--- src/rtl/spi_pkg.sv ---
// Shared definitions for the SPI transfer controller: FSM state codes and
// width helpers used by the controller and its FIFOs.
package spi_pkg;

   typedef logic [2:0] state_t;

   localparam logic [2:0] ST_IDLE  = 3'd0;
   localparam logic [2:0] ST_SETUP = 3'd1;
   localparam logic [2:0] ST_ISSUE = 3'd2;
   localparam logic [2:0] ST_WAIT  = 3'd3;
   localparam logic [2:0] ST_HOLD  = 3'd4;

   // Pointer width for a FIFO of the given depth (depth is a power of two).
   function automatic int ptr_w(input int depth);
      return (depth > 1) ? $clog2(depth) : 1;
   endfunction

   // Select width for a bank of slave-select lines; never narrower than one bit.
   function automatic int sel_w(input int n);
      return (n > 1) ? $clog2(n) : 1;
   endfunction

endpackage

--- src/rtl/spi_fifo.sv ---
// Small synchronous FIFO used for both the TX and RX byte buffers.
// Head is presented combinationally; writes when full and reads when empty
// are dropped. Storage is cleared on reset so the head never reads X.
module spi_fifo
   import spi_pkg::*;
#(
   parameter int DATA_WIDTH = 8,
   parameter int FIFO_DEPTH = 4
) (
   input  logic                  clk,
   input  logic                  resetn,
   input  logic                  wr,
   input  logic [DATA_WIDTH-1:0] wdata,
   input  logic                  rd,
   output logic [DATA_WIDTH-1:0] rdata,
   output logic                  full,
   output logic                  empty
);

   localparam int PW = ptr_w(FIFO_DEPTH);

   logic [DATA_WIDTH-1:0] mem_q [FIFO_DEPTH];
   logic [DATA_WIDTH-1:0] mem_d [FIFO_DEPTH];
   logic [PW-1:0]         wr_ptr_q, wr_ptr_d;
   logic [PW-1:0]         rd_ptr_q, rd_ptr_d;
   logic [PW:0]           count_q, count_d;
   logic                  push, pop;

   assign full  = (count_q == (PW+1)'(FIFO_DEPTH));
   assign empty = (count_q == '0);
   assign push  = wr & ~full;
   assign pop   = rd & ~empty;
   assign rdata = mem_q[rd_ptr_q];

   // Next-state for storage, pointers and occupancy; pointers wrap naturally.
   always_comb begin
      mem_d    = mem_q;
      wr_ptr_d = wr_ptr_q;
      rd_ptr_d = rd_ptr_q;
      count_d  = count_q;
      if (push) begin
         mem_d[wr_ptr_q] = wdata;
         wr_ptr_d        = wr_ptr_q + PW'(1);
      end
      if (pop) begin
         rd_ptr_d = rd_ptr_q + PW'(1);
      end
      case ({push, pop})
         2'b10:   count_d = count_q + (PW+1)'(1);
         2'b01:   count_d = count_q - (PW+1)'(1);
         default: count_d = count_q;
      endcase
   end

   // FIFO registers, cleared asynchronously.
   always_ff @(posedge clk or negedge resetn) begin
      if (!resetn) begin
         for (int i = 0; i < FIFO_DEPTH; i++) begin
            mem_q[i] <= '0;
         end
         wr_ptr_q <= '0;
         rd_ptr_q <= '0;
         count_q  <= '0;
      end else begin
         mem_q    <= mem_d;
         wr_ptr_q <= wr_ptr_d;
         rd_ptr_q <= rd_ptr_d;
         count_q  <= count_d;
      end
   end

endmodule

--- src/rtl/spi_xfer_ctrl.sv ---
// Frame sequencer sitting between a host and an SPI byte engine. Buffers host
// bytes in a TX FIFO, frames them with a slave select plus setup/hold gaps,
// feeds the engine one byte at a time and collects received bytes in an RX FIFO.
//
//   state | meaning
//   ------+-------------------------------------------------------------
//   IDLE  | no frame; all selects high, waiting for go with nonzero length
//   SETUP | select low, counting cs_gap+1 cycles before the first byte
//   ISSUE | start the engine once TX has data, RX has room, engine ready
//   WAIT  | byte in flight; capture result on engine done tick
//   HOLD  | last byte done, select still low for cs_gap+1 cycles
module spi_xfer_ctrl
   import spi_pkg::*;
#(
   parameter int  DATA_WIDTH = 8,
   parameter int  FIFO_DEPTH = 4,
   parameter int  NUM_SS     = 2,
   localparam int SEL_W      = spi_pkg::sel_w(NUM_SS)
) (
   input  logic                  clk,
   input  logic                  resetn,
   input  logic [DATA_WIDTH-1:0] tx_data,
   input  logic                  tx_wr,
   output logic                  tx_full,
   output logic [DATA_WIDTH-1:0] rx_data,
   input  logic                  rx_rd,
   output logic                  rx_empty,
   input  logic [7:0]            xfer_len,
   input  logic [SEL_W-1:0]      ss_sel,
   input  logic [15:0]           cs_gap,
   input  logic                  go,
   output logic                  busy,
   output logic                  xfer_done_tick,
   output logic [DATA_WIDTH-1:0] spi_din,
   output logic                  spi_start,
   input  logic                  spi_ready,
   input  logic                  spi_done_tick,
   input  logic [DATA_WIDTH-1:0] spi_dout,
   output logic [NUM_SS-1:0]     ss_n
);

   state_t            state_q, state_d;
   logic [7:0]        rem_q, rem_d;
   logic [SEL_W-1:0]  sel_q, sel_d;
   logic [15:0]       cnt_q, cnt_d;
   logic [NUM_SS-1:0] ss_n_q, ss_n_d;

   logic tx_empty, tx_pop;
   logic rx_full, rx_push;
   logic gap_reached;

   spi_fifo #(
      .DATA_WIDTH (DATA_WIDTH),
      .FIFO_DEPTH (FIFO_DEPTH)
   ) u_tx_fifo (
      .clk    (clk),
      .resetn (resetn),
      .wr     (tx_wr),
      .wdata  (tx_data),
      .rd     (tx_pop),
      .rdata  (spi_din),
      .full   (tx_full),
      .empty  (tx_empty)
   );

   spi_fifo #(
      .DATA_WIDTH (DATA_WIDTH),
      .FIFO_DEPTH (FIFO_DEPTH)
   ) u_rx_fifo (
      .clk    (clk),
      .resetn (resetn),
      .wr     (rx_push),
      .wdata  (spi_dout),
      .rd     (rx_rd),
      .rdata  (rx_data),
      .full   (rx_full),
      .empty  (rx_empty)
   );

   // cs_gap is read live; >= keeps a mid-count shrink from running the counter away.
   assign gap_reached = (cnt_q >= cs_gap);
   assign busy        = (state_q != ST_IDLE);
   assign ss_n        = ss_n_q;

   // Frame sequencing: state transitions, byte/gap counters and strobes.
   always_comb begin
      state_d        = state_q;
      rem_d          = rem_q;
      sel_d          = sel_q;
      cnt_d          = cnt_q;
      spi_start      = 1'b0;
      tx_pop         = 1'b0;
      rx_push        = 1'b0;
      xfer_done_tick = 1'b0;
      case (state_q)
         ST_IDLE: begin
            if (go && (xfer_len != 8'd0)) begin
               state_d = ST_SETUP;
               rem_d   = xfer_len;
               sel_d   = ss_sel;
               cnt_d   = 16'd0;
            end
         end
         ST_SETUP: begin
            if (gap_reached) begin
               state_d = ST_ISSUE;
               cnt_d   = 16'd0;
            end else begin
               cnt_d = cnt_q + 16'd1;
            end
         end
         ST_ISSUE: begin
            if (!tx_empty && !rx_full && spi_ready) begin
               spi_start = 1'b1;
               tx_pop    = 1'b1;
               state_d   = ST_WAIT;
            end
         end
         ST_WAIT: begin
            if (spi_done_tick) begin
               rx_push = 1'b1;
               rem_d   = rem_q - 8'd1;
               if (rem_q == 8'd1) begin
                  state_d = ST_HOLD;
                  cnt_d   = 16'd0;
               end else begin
                  state_d = ST_ISSUE;
               end
            end
         end
         ST_HOLD: begin
            if (gap_reached) begin
               state_d        = ST_IDLE;
               cnt_d          = 16'd0;
               xfer_done_tick = 1'b1;
            end else begin
               cnt_d = cnt_q + 16'd1;
            end
         end
         default: begin
            state_d = ST_IDLE;
            cnt_d   = 16'd0;
         end
      endcase
   end

   // Select lines follow the next state so they change on the entry edge.
   always_comb begin
      ss_n_d = '1;
      if (state_d != ST_IDLE) begin
         for (int i = 0; i < NUM_SS; i++) begin
            ss_n_d[i] = (sel_d != SEL_W'(i));
         end
      end
   end

   // Controller registers, forced to idle asynchronously.
   always_ff @(posedge clk or negedge resetn) begin
      if (!resetn) begin
         state_q <= ST_IDLE;
         rem_q   <= '0;
         sel_q   <= '0;
         cnt_q   <= '0;
         ss_n_q  <= '1;
      end else begin
         state_q <= state_d;
         rem_q   <= rem_d;
         sel_q   <= sel_d;
         cnt_q   <= cnt_d;
         ss_n_q  <= ss_n_d;
      end
   end

endmodule

--- config.mk ---
export PLATFORM = sky130hd
export DESIGN_NAME = spi_xfer_ctrl
export DESIGN_NICKNAME = d
export VERILOG_FILES = /design/src/rtl/spi_pkg.sv /design/src/rtl/spi_fifo.sv /design/src/rtl/spi_xfer_ctrl.sv
export SDC_FILE = /design/constraint.sdc
export NUM_CORES = 1
export LEC_CHECK = 0
export CAP_MARGIN = 20
export CORE_MARGIN = 4
export CORE_UTILIZATION = 55
export CTS_CLUSTER_SIZE = 24
export DETAILED_ROUTE_END_ITERATION = 12
export PLACE_DENSITY = 0.88
export SLEW_MARGIN = 0
export SYNTH_ARGS = -nofsm -noshare
export SYNTH_HDL_FRONTEND = slang
export SYNTH_SLANG_ARGS = --single-unit
--- constraint.sdc ---
create_clock -name clk -period 4.9 [get_ports clk]
set_input_delay 0.98 -clock clk [delete_from_list [all_inputs] [get_ports clk]]
set_output_delay 0.98 -clock clk [all_outputs]
set_load 0.005 [all_outputs]
==> impl_metrics.json, run 1 <==
{
  "hpwlAfterDp_um": 8686,
  "floorplan_core_area_um2": 10370,
  "cts-root-buf": "clkbuf_8",
  "dp_cells": 665,
  "final_antenna_net_count": 0,
  "timing.setup.tns_ps": 0,
  "p_clk_share_pct": 18.0,
  "fin_cells": 681,
  "min_path_cells": 1,
  "grt_start_max_net_pins": 66,
  "post_cts_buffers": 0,
  "diode_count": 0,
  "routedWlPerCell_um": 17.42,
  "worst_slew_margin_rel_pct": 43.46,
  "insertion_delay_ps": 380,
  "num_rows": 37,
  "syn_area_per_cell_um2": 12.42,
  "io_pins": 71,
  "global_route_wire_length_before_repair_um": 20310,
  "critPathLaunchType": "primary input",
  "filler_instances": 777,
  "maxClockFrequency_ghz": 0.2314,
  "hold_buffers": 0,
  "ys_dominant_reg_cell": "dfrtp_1",
  "final_util_pct": 65.90,
  "async_flop_share_pct": 100.0,
  "setup.worst_path.end_class": "output port",
  "yosys.area.top_type_share_pct": 45.04,
  "design.die.area_um2": 12430,
  "hold_viol_final": 0,
  "final.min_clock_period_ps": 4322,
  "finalMaxSlewViolations": 0,
  "cell_internal_pwr_mw": 1.925,
  "grt_setup_unrepaired": "no",
  "ys_top_cells_by_area": "dfrtp_1, mux2_2, ha_1",
  "yosys_register_bits": 108,
  "top_library_cells_by_usage_in_the_layout_fill_and_taps_aside": "dfrtp_1, clkdlybuf4s50_1, mux2_2",
  "starting_density_of_the_core_pct": 56.79,
  "status": "finished, final reports clean",
  "drv.max_cap_violation_count": 0,
  "switchingPower_mw": 1.032,
  "synth_enable_flop_cells": 0,
  "yosys.cell_types.count": 69,
  "cts-buffers-inserted": 9,
  "pwr_density_cell_nw_per_um2": 432.7,
  "globalRouteTotalUtil_pct": 19.95,
  "die-height_um": 111.5,
  "synthCells": 474,
  "crit_path_max_fanout": 4,
  "drt_pass1_iterations": 5,
  "leakagePower_nw": 3.049,
  "power_switching_share_pct": 34.89,
  "synth.yosys.seq_area_share_pct": 45.93,
  "floorplan.die.width_um": 111.5,
  "synthesized_net_count": 553,
  "number_of_global_route_vias_before_repair": 4166,
  "totalWireLength_um": 11860,
  "worst_r2r_path_depth": 6,
  "cts-root-to-sink-buffers": 2,
  "cts.repair.resized": 0,
  "peakVddDrop_uv": 236.6,
  "synth_top_area_cell": "dfrtp_1",
  "worstMarginPinSlew_ps": 848.1,
  "violation_count_after_the_first_detailed_route_iteration": 188,
  "total_congestion_overflow": 0,
  "timing.reg2reg.setup_slack_ps": 2450,
  "via_per_instance_ratio": 5.739,
  "timing.setup.critical_path_class": "primary input to output port",
  "worst_setup_hold_path_clk_slew_ps": 100,
  "reg2reg_from": "cnt_q[1]$_DFFE_PN0P_",
  "report.final.setup_viol": 0,
  "layout.cells.most_common": "dfrtp_1",
  "clock-skew-final_ps": 14.63,
  "share_of_cells_above_drive_strength_1_pct": 24.40,
  "pwr-share-seq_pct": 46.8,
  "worst_hold_startpoint": "u_rx_fifo.count_q[2]$_DFFE_PN0P_",
  "clock_tree.htree_level_count": 3,
  "vias": 3908,
  "areaGrowthSynthToFinish_pct": 16.04,
  "number_of_antenna_violations_at_the_first_check_in_global_routing": 0,
  "worstPathRequired_ps": 3920,
  "post-route-period-util_pct": 88.21,
  "post_synth_instance_area_um2": 5889,
  "crit_arrival_ps": 3340,
  "power.share.combinational_pct": 35.3,
  "clock_sink_count": 108,
  "worst_hold_path_type": "register to register",
  "port-buffer-count": 70,
  "min_to": "u_rx_fifo.count_q[2]$_DFFE_PN0P_",
  "final_layout_net_count": 619,
  "gp_congestion": 0.8778,
  "tritoncts": "built",
  "yosys_warnings": 0,
  "drc": 0,
  "reg2reg_to": "cnt_q[13]$_DFFE_PN0P_"
}
-- cells in the mapped netlist, types with 3 or more instances --
cell / count
dfrtp_1: 106
mux2_2: 64
inv_1: 37
ha_1: 29
nand2_1: 22
xnor2_1: 20
a21oi_1: 19
mux4_2: 16
nor2_1: 14
o21ai_0: 13
nand3_1: 10
nor3_1: 10
a21oi_2: 6
xor2_1: 6
a211oi_1: 5
buf_2: 5
nor2b_1: 5
a2111oi_1: 4
a2111oi_2: 4
nand2_4: 4
o21ai_1: 4
a31oi_1: 3
and3_1: 3
buf_4: 3
buf_6: 3
nand4_1: 3
o22ai_1: 3
-- layout make-up --
cell class	instances	area (um^2)	share of cell area [%]
flip-flops and latches	108	2705	39.58
well taps	136	170.2	2.490
clock inverters	6	52.55	0.7689
multi-input cells	313	2924	42.79
inverters	37	138.9	2.032
clock buffers	10	137.6	2.014
repair buffers	71	705.7	10.33
-- kinds of logic after synthesis --
logic type      synth area share, %
simple gates                  9.242
xor+xnor                      3.867
fa+ha+maj                     6.841
mux                           18.89
flops                         45.93
buf+inv                       4.419
compound gates                10.81
-- worst max-delay path by stage --
stage | from | to | slack [ps] | depth (start not counted)
floorplan | cs_gap[13] | xfer_done_tick | 1770 | 6
global placement | cs_gap[13] | xfer_done_tick | 680 | 8
detailed placement | cs_gap[15] | xfer_done_tick | 640 | 8
CTS | cs_gap[15] | xfer_done_tick | 610 | 8
global route | cs_gap[15] | xfer_done_tick | 490 | 8
finish | cs_gap[15] | xfer_done_tick | 580 | 8
-- layer usage --
| metal | part of all wire (%) | track usage, % | vias up | routed length [um] |
|---|---|---|---|---|
| met5 | 0 | 0 | - | 0 |
| met4 | 1.7 | 5.028 | 0 | 201 |
| met3 | 4.3 | 4.783 | 18 | 507 |
| met2 | 52 | 35.02 | 83 | 6216 |
| met1 | 42 | 24.94 | 1965 | 4936 |
| li1 | - | - | 1842 | - |
-- power groups by stage --
stage / clock (mW) / sequential, mW / combinational (mW)
floorplan: 0 / 1.30 / 0.804
global placement: 0 / 1.38 / 0.998
detailed placement: 0 / 1.40 / 1.05
CTS: 0.545 / 1.38 / 1.06
global route: 0.581 / 1.42 / 1.16
finish: 0.532 / 1.38 / 1.04
-- through the flow --
| stage | worst slack [ps] | cell area, um^2 | power (mW) | hold slack (ps) |
|---|---|---|---|---|
| 6_report | 577.7 | 6834 | 2.957 | 491.4 |
| 3_3_place_gp | 684.4 | 6644 | 2.375 | 470.3 |
| 2_1_floorplan | 1774 | 5889 | 2.103 | 456.0 |
| 5_1_grt | 486.1 | 6834 | 3.167 | 510.6 |
| 4_1_cts | 610.1 | 6834 | 2.987 | 494.4 |
| 3_5_place_dp | 644.6 | 6644 | 2.454 | 477.8 |
-- sequential cells by signal, summed over array words and instances (netlist names) --
register and count:
u_tx_fifo.rd_ptr_q 2, state_q 3, u_rx_fifo.rd_ptr_q 2, u_rx_fifo.wr_ptr_q 2, u_tx_fifo.count_q 3, cnt_q 16, sel_q 1, u_tx_fifo.mem_q 32
u_rx_fifo.mem_q 32, u_rx_fifo.count_q 3, u_tx_fifo.wr_ptr_q 2, rem_q 8, ss_n 2
-- worst max-delay path: stages --
cell             delay, ps
clkdlybuf4s50_1        460
inv_1                   40
ha_1                   290
nand4_1                110
nor3_1                 450
a21oi_1                240
a31oi_1                240
clkdlybuf4s50_1        530
No activity file was read; power rests on OpenSTA's default activity.
==> inputs of run 2 (changes only) <==
- SLEW_MARGIN: 0 -> 20
==> results of run 2 <==
Same layout as run 1: the final DEF is identical, and so are final timing and power.
